$ cat src/rtl/uart_pkg.sv
// Shared UART types and constants for the RX front end and its FIFO
// (the FIFO is also shared with the TX path).
package uart_pkg;

   typedef enum logic [2:0] {
      IDLE      = 3'd0,
      START     = 3'd1,
      DATA      = 3'd2,
      PARITY    = 3'd3,
      STOP      = 3'd4,
      WAIT_HIGH = 3'd5
   } uart_rx_state_e;

   localparam int UART_DATA_BITS            = 8;
   localparam int UART_DEFAULT_CLKS_PER_BIT = 2170;

   function automatic logic even_parity(input logic [UART_DATA_BITS-1:0] data);
      return ^data;
   endfunction

endpackage

$ cat src/rtl/uart_rx_fifo.sv
// Synchronous FIFO with push/pop/full/empty/level; DEPTH must be a power of two.
// The head reads as zero while the FIFO is empty.
module uart_rx_fifo #(
   parameter int DEPTH = 4,
   parameter int WIDTH = 8
) (
   input  logic                   clock,
   input  logic                   reset,
   input  logic                   push_i,
   input  logic [WIDTH-1:0]       push_data_i,
   input  logic                   pop_i,
   output logic [WIDTH-1:0]       head_o,
   output logic                   full_o,
   output logic                   empty_o,
   output logic [$clog2(DEPTH):0] level_o
);

   localparam int AW = $clog2(DEPTH);
   localparam logic [AW:0] LVL_FULL = (AW+1)'(DEPTH);
   localparam logic [AW:0] LVL_ZERO = {(AW+1){1'b0}};

   logic [WIDTH-1:0] mem_q [DEPTH];
   logic [AW-1:0]    wr_ptr_q;
   logic [AW-1:0]    rd_ptr_q;
   logic [AW:0]      level_q;
   logic             wr_en_s;
   logic             rd_en_s;

   assign full_o  = (level_q == LVL_FULL);
   assign empty_o = (level_q == LVL_ZERO);
   assign level_o = level_q;
   assign head_o  = empty_o ? {WIDTH{1'b0}} : mem_q[rd_ptr_q];

   // A push into a full FIFO still lands when the head leaves in the same cycle.
   assign rd_en_s = pop_i && !empty_o;
   assign wr_en_s = push_i && (!full_o || rd_en_s);

   always_ff @(posedge clock) begin
      if (wr_en_s) begin
         mem_q[wr_ptr_q] <= push_data_i;
      end
   end

   always_ff @(posedge clock) begin
      if (reset) begin
         wr_ptr_q <= {AW{1'b0}};
         rd_ptr_q <= {AW{1'b0}};
         level_q  <= LVL_ZERO;
      end else begin
         if (wr_en_s) begin
            wr_ptr_q <= wr_ptr_q + AW'(1);
         end
         if (rd_en_s) begin
            rd_ptr_q <= rd_ptr_q + AW'(1);
         end
         case ({wr_en_s, rd_en_s})
            2'b10:   level_q <= level_q + (AW+1)'(1);
            2'b01:   level_q <= level_q - (AW+1)'(1);
            default: level_q <= level_q;
         endcase
      end
   end

endmodule

$ cat src/rtl/uart_rx_frontend.sv
// UART 8N1 receiver feeding a small byte FIFO on a valid/ready stream.
// Define UART_RX_PARITY_EN to expect an even parity bit between data and stop.
module uart_rx_frontend
   import uart_pkg::*;
#(
   parameter int CLKS_PER_BIT = UART_DEFAULT_CLKS_PER_BIT,
   parameter int FIFO_DEPTH   = 4
) (
   input  logic                        clock,
   input  logic                        reset,
   input  logic                        uart_rx,
   output logic                        out_valid,
   output logic [7:0]                  out_data,
   input  logic                        out_ready,
   output logic                        busy,
   output logic [$clog2(FIFO_DEPTH):0] fifo_level,
   output logic                        err_frame,
   output logic                        err_overrun,
   output logic                        err_parity,
   input  logic                        err_clear
);

   localparam int CNT_W = $clog2(CLKS_PER_BIT);
   localparam logic [CNT_W-1:0] CNT_ZERO = {CNT_W{1'b0}};
   localparam logic [CNT_W-1:0] CNT_ONE  = CNT_W'(1);
   localparam logic [CNT_W-1:0] CNT_HALF = CNT_W'(CLKS_PER_BIT/2 - 1);
   localparam logic [CNT_W-1:0] CNT_FULL = CNT_W'(CLKS_PER_BIT - 1);
   localparam logic [2:0]       IDX_LAST = 3'(UART_DATA_BITS - 1);

   logic                      sync1_q;
   logic                      sync2_q;
   logic                      rx_s;
   uart_rx_state_e            state_q;
   logic [CNT_W-1:0]          baud_q;
   logic [2:0]                idx_q;
   logic [UART_DATA_BITS-1:0] shift_q;
   logic                      busy_q;
   logic                      bit_done_s;
   logic                      half_done_s;
   logic                      stop_tick_s;
   logic                      push_s;
   logic                      pop_s;
   logic                      frame_err_s;
   logic                      overrun_s;
   logic                      par_bad_s;
   logic                      fifo_full_s;
   logic                      fifo_empty_s;
   logic                      err_frame_q;
   logic                      err_frame_d;
   logic                      err_overrun_q;
   logic                      err_overrun_d;

   always_ff @(posedge clock) begin
      if (reset) begin
         sync1_q <= 1'b1;
         sync2_q <= 1'b1;
      end else begin
         sync1_q <= uart_rx;
         sync2_q <= sync1_q;
      end
   end

   assign rx_s        = sync2_q;
   assign bit_done_s  = (baud_q == CNT_FULL);
   assign half_done_s = (baud_q == CNT_HALF);
   assign stop_tick_s = (state_q == STOP) && bit_done_s;
   assign push_s      = stop_tick_s && rx_s && !par_bad_s;
   assign frame_err_s = stop_tick_s && !rx_s;
   assign pop_s       = out_valid && out_ready;
   assign overrun_s   = push_s && fifo_full_s && !pop_s;

   // The baud counter restarts from zero on every state change.
   always_ff @(posedge clock) begin
      if (reset) begin
         state_q <= IDLE;
         baud_q  <= CNT_ZERO;
         idx_q   <= 3'd0;
         shift_q <= {UART_DATA_BITS{1'b0}};
         busy_q  <= 1'b0;
      end else begin
         case (state_q)
            IDLE: begin
               baud_q <= CNT_ZERO;
               if (!rx_s) begin
                  state_q <= START;
                  busy_q  <= 1'b1;
               end
            end
            START: begin
               if (half_done_s) begin
                  baud_q <= CNT_ZERO;
                  if (rx_s) begin
                     state_q <= IDLE;
                     busy_q  <= 1'b0;
                  end else begin
                     state_q <= DATA;
                     idx_q   <= 3'd0;
                  end
               end else begin
                  baud_q <= baud_q + CNT_ONE;
               end
            end
            DATA: begin
               if (bit_done_s) begin
                  baud_q         <= CNT_ZERO;
                  shift_q[idx_q] <= rx_s;
                  if (idx_q == IDX_LAST) begin
`ifdef UART_RX_PARITY_EN
                     state_q <= PARITY;
`else
                     state_q <= STOP;
`endif
                  end else begin
                     idx_q <= idx_q + 3'd1;
                  end
               end else begin
                  baud_q <= baud_q + CNT_ONE;
               end
            end
`ifdef UART_RX_PARITY_EN
            PARITY: begin
               if (bit_done_s) begin
                  baud_q  <= CNT_ZERO;
                  state_q <= STOP;
               end else begin
                  baud_q <= baud_q + CNT_ONE;
               end
            end
`endif
            STOP: begin
               if (bit_done_s) begin
                  baud_q <= CNT_ZERO;
                  if (rx_s) begin
                     state_q <= IDLE;
                     busy_q  <= 1'b0;
                  end else begin
                     state_q <= WAIT_HIGH;
                  end
               end else begin
                  baud_q <= baud_q + CNT_ONE;
               end
            end
            WAIT_HIGH: begin
               baud_q <= CNT_ZERO;
               if (rx_s) begin
                  state_q <= IDLE;
                  busy_q  <= 1'b0;
               end
            end
            default: begin
               state_q <= IDLE;
               baud_q  <= CNT_ZERO;
               busy_q  <= 1'b0;
            end
         endcase
      end
   end

`ifdef UART_RX_PARITY_EN
   logic par_bad_q;
   logic parity_err_s;
   logic err_parity_q;
   logic err_parity_d;

   assign parity_err_s = (state_q == PARITY) && bit_done_s && (rx_s != even_parity(shift_q));
   assign par_bad_s    = par_bad_q;
   assign err_parity_d = parity_err_s | (err_parity_q & ~err_clear);
   assign err_parity   = err_parity_q;

   // A bad parity bit condemns the byte until the stop bit is sampled.
   always_ff @(posedge clock) begin
      if (reset) begin
         par_bad_q    <= 1'b0;
         err_parity_q <= 1'b0;
      end else begin
         err_parity_q <= err_parity_d;
         if (parity_err_s) begin
            par_bad_q <= 1'b1;
         end else if (stop_tick_s) begin
            par_bad_q <= 1'b0;
         end
      end
   end
`else
   assign par_bad_s  = 1'b0;
   assign err_parity = 1'b0;
`endif

   // Set has priority over clear.
   always_comb begin
      err_frame_d   = frame_err_s | (err_frame_q & ~err_clear);
      err_overrun_d = overrun_s | (err_overrun_q & ~err_clear);
   end

   always_ff @(posedge clock) begin
      if (reset) begin
         err_frame_q   <= 1'b0;
         err_overrun_q <= 1'b0;
      end else begin
         err_frame_q   <= err_frame_d;
         err_overrun_q <= err_overrun_d;
      end
   end

   uart_rx_fifo #(
      .DEPTH (FIFO_DEPTH),
      .WIDTH (UART_DATA_BITS)
   ) u_fifo (
      .clock       (clock),
      .reset       (reset),
      .push_i      (push_s),
      .push_data_i (shift_q),
      .pop_i       (pop_s),
      .head_o      (out_data),
      .full_o      (fifo_full_s),
      .empty_o     (fifo_empty_s),
      .level_o     (fifo_level)
   );

   assign out_valid   = !fifo_empty_s;
   assign busy        = busy_q;
   assign err_frame   = err_frame_q;
   assign err_overrun = err_overrun_q;

endmodule

$ cat config.mk
export PLATFORM = sky130hd
export DESIGN_NAME = uart_rx_frontend
export DESIGN_NICKNAME = d
export VERILOG_FILES = /design/src/rtl/uart_pkg.sv /design/src/rtl/uart_rx_fifo.sv /design/src/rtl/uart_rx_frontend.sv
export SDC_FILE = /design/constraint.sdc
export NUM_CORES = 1
export LEC_CHECK = 0
export ABC_CLOCK_PERIOD_IN_PS = 2820
export BUFFER_PORTS_ARGS = -buffer_cell sky130_fd_sc_hd__buf_2
export CORE_MARGIN = 2
export CORE_UTILIZATION = 45
export DETAILED_ROUTE_END_ITERATION = 12
export GPL_TIMING_DRIVEN = 0
export MAX_ROUTING_LAYER = met4
export PLACE_DENSITY = 0.59
export SLEW_MARGIN = 10
export SYNTH_ARGS = -nofsm -noshare
export SYNTH_HDL_FRONTEND = slang
export SYNTH_SLANG_ARGS = --single-unit
$ cat constraint.sdc
create_clock -name clock -period 2.82 [get_ports clock]
set_input_delay 0.282 -clock clock [delete_from_list [all_inputs] [get_ports clock]]
set_output_delay 0.282 -clock clock [all_outputs]
set_load 0.02 [all_outputs]
## After elaboration in Yosys (flattened, before gate mapping)

Memories as Yosys holds them, arrays and structs flattened. A register that Yosys moved wholly into a read port is not among the register bits.
Cells that the tools add are included.
Widths: inputs -> output; s select.

- Add/sub/neg operators: 6
- Order comparisons: 2
- Eq/ne operators: 18
- Muxes and demuxes: 31
- Bitwise logic cells: 6
- Reductions and logical operators: 23

Operators by type and width:

| operator | number |
|---|---|
| $mux 3 | 11 |
| $mux 12 | 2 |
| $pmux 12 s2 | 1 |
| $ne 2x2->1 const B | 8 |
| $pmux 3 s5 | 1 |
| $add 12x1->12 const B | 1 |
| $eq 12x11->1 const B | 1 |
| $eq 12x12->1 const B | 1 |
| $eq 3x3->1 const B | 4 |
| $pmux 3 s2 | 2 |
| $logic_and 1x1->1 | 9 |
| $bwmux 8 | 1 |
| $mux 8 | 1 |
| $mux 1 | 7 |
| $add 3x1->3 const B | 2 |
| $logic_not 3->1 | 2 |
| $mux 2 | 3 |
| $reduce_and 6->1 | 1 |
| $pmux 1 s5 | 1 |
| $reduce_and 5->1 | 1 |
| $add 2x1->2 const B | 2 |
| $logic_not 1->1 | 4 |
| $lt 3x4->1 const B | 1 |
| $reduce_and 4->1 | 1 |
| other kinds (14) | 18 |

- Bits in registers: 38
- RAM bits: 32
- Bits of input ports: 5
- Output and inout port bits: 16
- Logic and storage cells: 99
- Memories kept: 1

Memories:

| memory | depth | width | read ports | clocked after memory_dff | write ports | RTL line | RTL |
|---|---|---|---|---|---|---|---|
| u_fifo.mem_q | 4 | 8 | 1 | 1 | 1 | uart_rx_fifo.sv:22 | `logic [WIDTH-1:0] mem_q [DEPTH];` |

## Logic depth before layout (Yosys ltp)

- Depth after elaboration: 8
- Mapped depth: 11
- Gate-level depth less buffers: 10

## Modules after synthesis

From an unflattened synthesis, not the netlist that was laid out.

- Cell total of the unflattened synthesis: 297
- Area, all modules: 3432.0 µm²

Modules (own cells, without submodules):

| module | instances | cells an instance | area an instance (µm²) | sequential area each (µm²) |
|---|---|---|---|---|
| uart_rx_fifo | 1 | 118 | 1821.7 | 1141.1 |
| uart_rx_frontend | 1 | 179 | 1610.3 | 620.6 |

## Worst setup path before layout

No wires, ideal clock.

- Path kind: register to register
- From: register baud_q[0]
- To: register u_fifo.level_q[2] (netlist: u_fifo.level_o[2])
- Setup time: 0.128 ns
- Arrival: 2.388 ns
- Required time: 2.692 ns
- Path slack: 0.305 ns
- Cell stages (with the launch flop): 11
- Buffers on the path: 1
- Period minus slack after synthesis: 2.515 ns
- Cells stage by stage: dfxtp_1 -> ha_1 -> nand4bb_1 -> or4_1 -> buf_2 -> nor2b_1 -> fa_1 -> and3_1 -> mux2i_1 -> xor2_1 -> nor2_1

- Word-level cells in the longest chain between the ends: 6
- Elaborated cells on any way between the ends: 8
- Classes of those cells: eq/ne (3); mux (1); reduce/logical (4)

Ends and longest elaborated chain:

| item | RTL line | RTL |
|---|---|---|
| start: declaration | uart_rx_frontend.sv:34 | `logic [CNT_W-1:0] baud_q;` |
| start signal: assignment | uart_rx_frontend.sv:100 | `baud_q <= baud_q + CNT_ONE;` |
| start signal: assignment | uart_rx_frontend.sv:117 | `baud_q <= baud_q + CNT_ONE;` |
| start signal: assignment | uart_rx_frontend.sv:140 | `baud_q <= baud_q + CNT_ONE;` |
| $eq 12x12->1 * | uart_rx_frontend.sv:64 | `assign bit_done_s = (baud_q == CNT_FULL);` |
| $logic_and 1x1->1 * | uart_rx_frontend.sv:66 | `assign stop_tick_s = (state_q == STOP) && bit_done_s;` |
| $logic_and 1x1->1 * | uart_rx_frontend.sv:67 | `assign push_s = stop_tick_s && rx_s && !par_bad_s;` |
| $logic_and 1x1->1 * | uart_rx_fifo.sv:36 | `assign wr_en_s = push_i && (!full_o \|\| rd_en_s);` |
| $eq 2x1->1 or $eq 2x2->1 (tied branches) | uart_rx_fifo.sv:56 | `case ({wr_en_s, rd_en_s})` |
| $pmux 3 s2 or $reduce_bool 2->1 (tied branches) | - |  |
| end signal: assignment | uart_rx_fifo.sv:57 | `2'b10: level_q <= level_q + (AW+1)'(1);` |
| end signal: assignment | uart_rx_fifo.sv:58 | `2'b01: level_q <= level_q - (AW+1)'(1);` |
| end signal: assignment | uart_rx_fifo.sv:59 | `default: level_q <= level_q;` |
| end: declaration | uart_rx_fifo.sv:25 | `logic [AW:0] level_q;` |

Every way passes the cells marked *; elsewhere a longest branch is shown, timed or not.
A chain may end at the register's enable or synchronous reset.

## Final worst setup path

- From: register baud_q[7]
- To: register u_fifo.level_q[2] (netlist: u_fifo.level_o[2])

The elaborated chain is that of the path after synthesis.

==> impl_metrics.csv <==
group,metric,value,unit
synth,ys_warn_count,0,
setup_path,r2r_end,"u_fifo.level_o[2]",
timing,final.setup.tns,0,ps
clock_tree,cts_tree,"built",
synth,synth-simple-area-share,19.9,%
worst_hold_path,worstHoldStart,"uart_rx",
clock_tree,clkLatencyLatePin,340,ps
synth,ys_top_cells_by_area,"edfxtp_1, dfxtp_1, mux4_2, nor2_1, mux2i_1",
grt,grt_pass1_wl,9.52,mm
power_and_ir_drop,power_density,556,nW/um2
synth,ys_seq_elements,72,
timing,period_share,94.1,%
timing,tightest_slew,964,ps
worst_hold_path,hold_end,"sync1_q",
placement,place_congestion,0.785,
timing,relSlewSlack,35.2,%
clock_tree,ctsRootBufferMaster,"clkbuf_8",
job,cap_violations,0,
finish,multi_input_area,1400,um2
die,start_util,45.8,%
synth,synth_commonest_cells,"dfxtp_1, nor2_1, edfxtp_1",
finish,layout-drive-gt1-share,19.4,%
synth,synth_top_area_share,29.4,%
synth,syn_nets,302,
setup_path,reg2reg_slack,170,ps
drt,wl_per_cell,13.2,um
synth,muxShareOfSynthArea,9.53,%
power_and_ir_drop,ir_worst_vdd,218,uV
synth,ys_types,53,
setup_path,crit_slowest_cell,"or4_1",
setup_path,path_max_fanout,9,
die,ios,21,
worst_hold_path,worstHoldPathCells,2,
die,die_w,89.2,um
timing,worst_slack,166,ps
setup_path,r2r-start,"baud_q[7]",
clock_tree,ctsHtreeMaxLevel,3,
drt,num_vias,2125,
synth,netlist_instances,287,
power_and_ir_drop,total_power,2.07,mW
drt,avgViaCountPerCell,5.02,
grt,grt_overflow_total,0,
setup_path,path_cells,"or3_4 -> or4_1 -> clkbuf_4 -> nor2b_1 -> fa_2 -> and3_1 -> mux2i_1 -> xor2_1 -> nor2_1",
finish,nFillCells,677,
die,dieArea,7960,um2
grt,grt_start_max_net_pins,13,
timing,slew_viol_final,0,
timing,finClkSkew,10.0,ps
finish,num_antenna_cells,0,
finish,seqCellArea,1760,um2
grt,grt_pass1_vias,2019,
clock_tree,clkSinkCount,72,
synth,synth_top_family_by_area,"simple AND/OR/NAND/NOR gates",
synth,syn_area,3270,um2
run_status,status,"finished clean",
clock_tree,cts_made_buffers,9,
worst_hold_path,hold_path.class,"in -> reg",
placement,preCtsSetupSlack,51.1,ps
timing,finalHoldViolCount,0,
drt,routed_wl,5.58,mm
finish,area_growth,13.7,%
drt,postRouteAntennaNets,0,
setup_path,cp-end-kind,"flip-flop",
synth,avgSynthCellArea,11.4,um2
clock_tree,clockBufferDepth,2,
synth,synth_ff_type,"dfxtp_1",
timing,post-route-min-period,2650,ps
synth,post-synth-top-area-cell,"edfxtp_1",
timing,finalSetupViolations,0,
drt,drtPass1Iterations,4,
setup_path,path_class,"reg -> reg",
setup_path,crit_family,"simple AND/OR/NAND/NOR gates",
drt,drt_iter0_markers,136,
power_and_ir_drop,power_leakage,1.35,nW
setup_path,crit_path_max_incr_delay,500,ps
die,die_y,89.2,um
synth,synth-edff-count,32,
synth,synth_adder_area_share,4.06,%
timing,rsz0062_at_grt,"false",
synth,synth_xor_xnor_area_share,4.29,%
setup_path,timing.critical_path.required,3030,ps
placement,port_buffers,19,
die,rows,31,
synth,seq_area_frac_synth,53.9,%
setup_path,r2r_cells,9,
timing,max_clock_freq,377,MHz
grt,grt.total_usage,16.3,%
grt,antenna_found_initial,0,
setup_path,worst_ep_arrival_time,2870,ps
die,core_area,7140,um2
synth,synth-compound-area-share,4.82,%
timing,hold_ws,121,ps
clock_tree,cts.clk_slew.worst_paths,70,ps
placement,hpwlAfterDp,3.92,mm
setup_path,crit_buf_inv,1,
synth,synth-async-reset-ratio,0,%
setup_path,start_kind,"flip-flop",
drt,drcViolationCount,0,
finish,fin_nets,334,
==> placed cells by master (no fill, tap or decap), types with 7 or more instances in the layout <==
cell type	instances
xnor2_1	10
and2_1	12
ha_1	9
edfxtp_1	32
dfxtp_1	39
nand3_1	7
buf_2	20
nand2_1	10
nor2_1	40
clkbuf_8	11
mux2i_1	12
o21ai_0	9
inv_1	11
mux4_2	8
clkbuf_1	11
==> cell type report <==
type,instances,share of cell area (%)
plain buffers,15,1.95
clock buffers,12,4.17
clock inverters,4,1.41
inverters,11,1.11
multi-input cells,189,37.6
flip-flops and latches,72,47.4
well taps,99,3.33
repair buffers,21,2.96
==> registers in the layout, indices dropped and copies added, names as in the netlist, named ones only <==
| name | flops |
|---|---|
| u_fifo.mem_q | 32 |
| baud_q | 12 |
| shift_q | 8 |
| idx_q | 3 |
| state_q | 3 |
| u_fifo.level_o | 3 |
| u_fifo.rd_ptr_q | 2 |
| u_fifo.wr_ptr_q | 2 |
| busy | 1 |
| err_frame | 1 |
| err_overrun | 1 |
| rx_s | 1 |
| sync1_q | 1 |
==> where the power goes <==
part	internal [mW]	switching [mW]
combinational	0.0563	0.0806
sequential	1.09	0.00940
clock	0.459	0.373
total	1.60	0.463
==> per-layer routing <==
metal / share of wire, % / track usage (%)
met5: 0 / -
met4: 2.2 / 7.73
met3: 2.2 / 3.32
met2: 46 / 25.3
met1: 49 / 20.6
==> cells by family (layout without fill, tap and decap cells) <==
group | after synthesis | after routing
buffers and inverters | 26 | 63
xor gates and xnor gates | 16 | 16
AOI/OAI and AO/OA | 26 | 26
muxes | 21 | 21
other | 1 | 1
DFF | 72 | 72
and+or+nand+nor | 115 | 115
adders and majority gates | 10 | 10
==> repair_timing <==
action,CTS,global route
setup buffers,0,2
hold buffers,0,0
resized for setup,0,3
endpoints found under the hold margin,0,0
endpoints found under the setup margin,0,9
==> how the worst max path moves through the flow <==
stage / start / end / slack (ps) / depth (start not counted)
after floorplan: baud_q[0] / u_fifo.level_o[2] / 300 / 10
after global placement: baud_q[0] / u_fifo.level_o[2] / 80 / 10
after detailed placement: baud_q[0] / u_fifo.level_o[2] / 50 / 10
after CTS: baud_q[0] / u_fifo.level_o[2] / 40 / 10
after global routing: baud_q[6] / u_fifo.level_o[2] / 5 / 9
final: baud_q[7] / u_fifo.level_o[2] / 170 / 9
==> stage by stage <==
step           utilization (%)  instance area (um2)  instances
2_1_floorplan                -                 3270        287
3_3_place_gp              48.9                 3490        405
3_5_place_dp              48.9                 3490        405
4_1_cts                   51.8                 3700        421
5_1_grt                   52.1                 3720        423
6_report                  52.1                 3720        423
(Power assumes the default switching activity.)
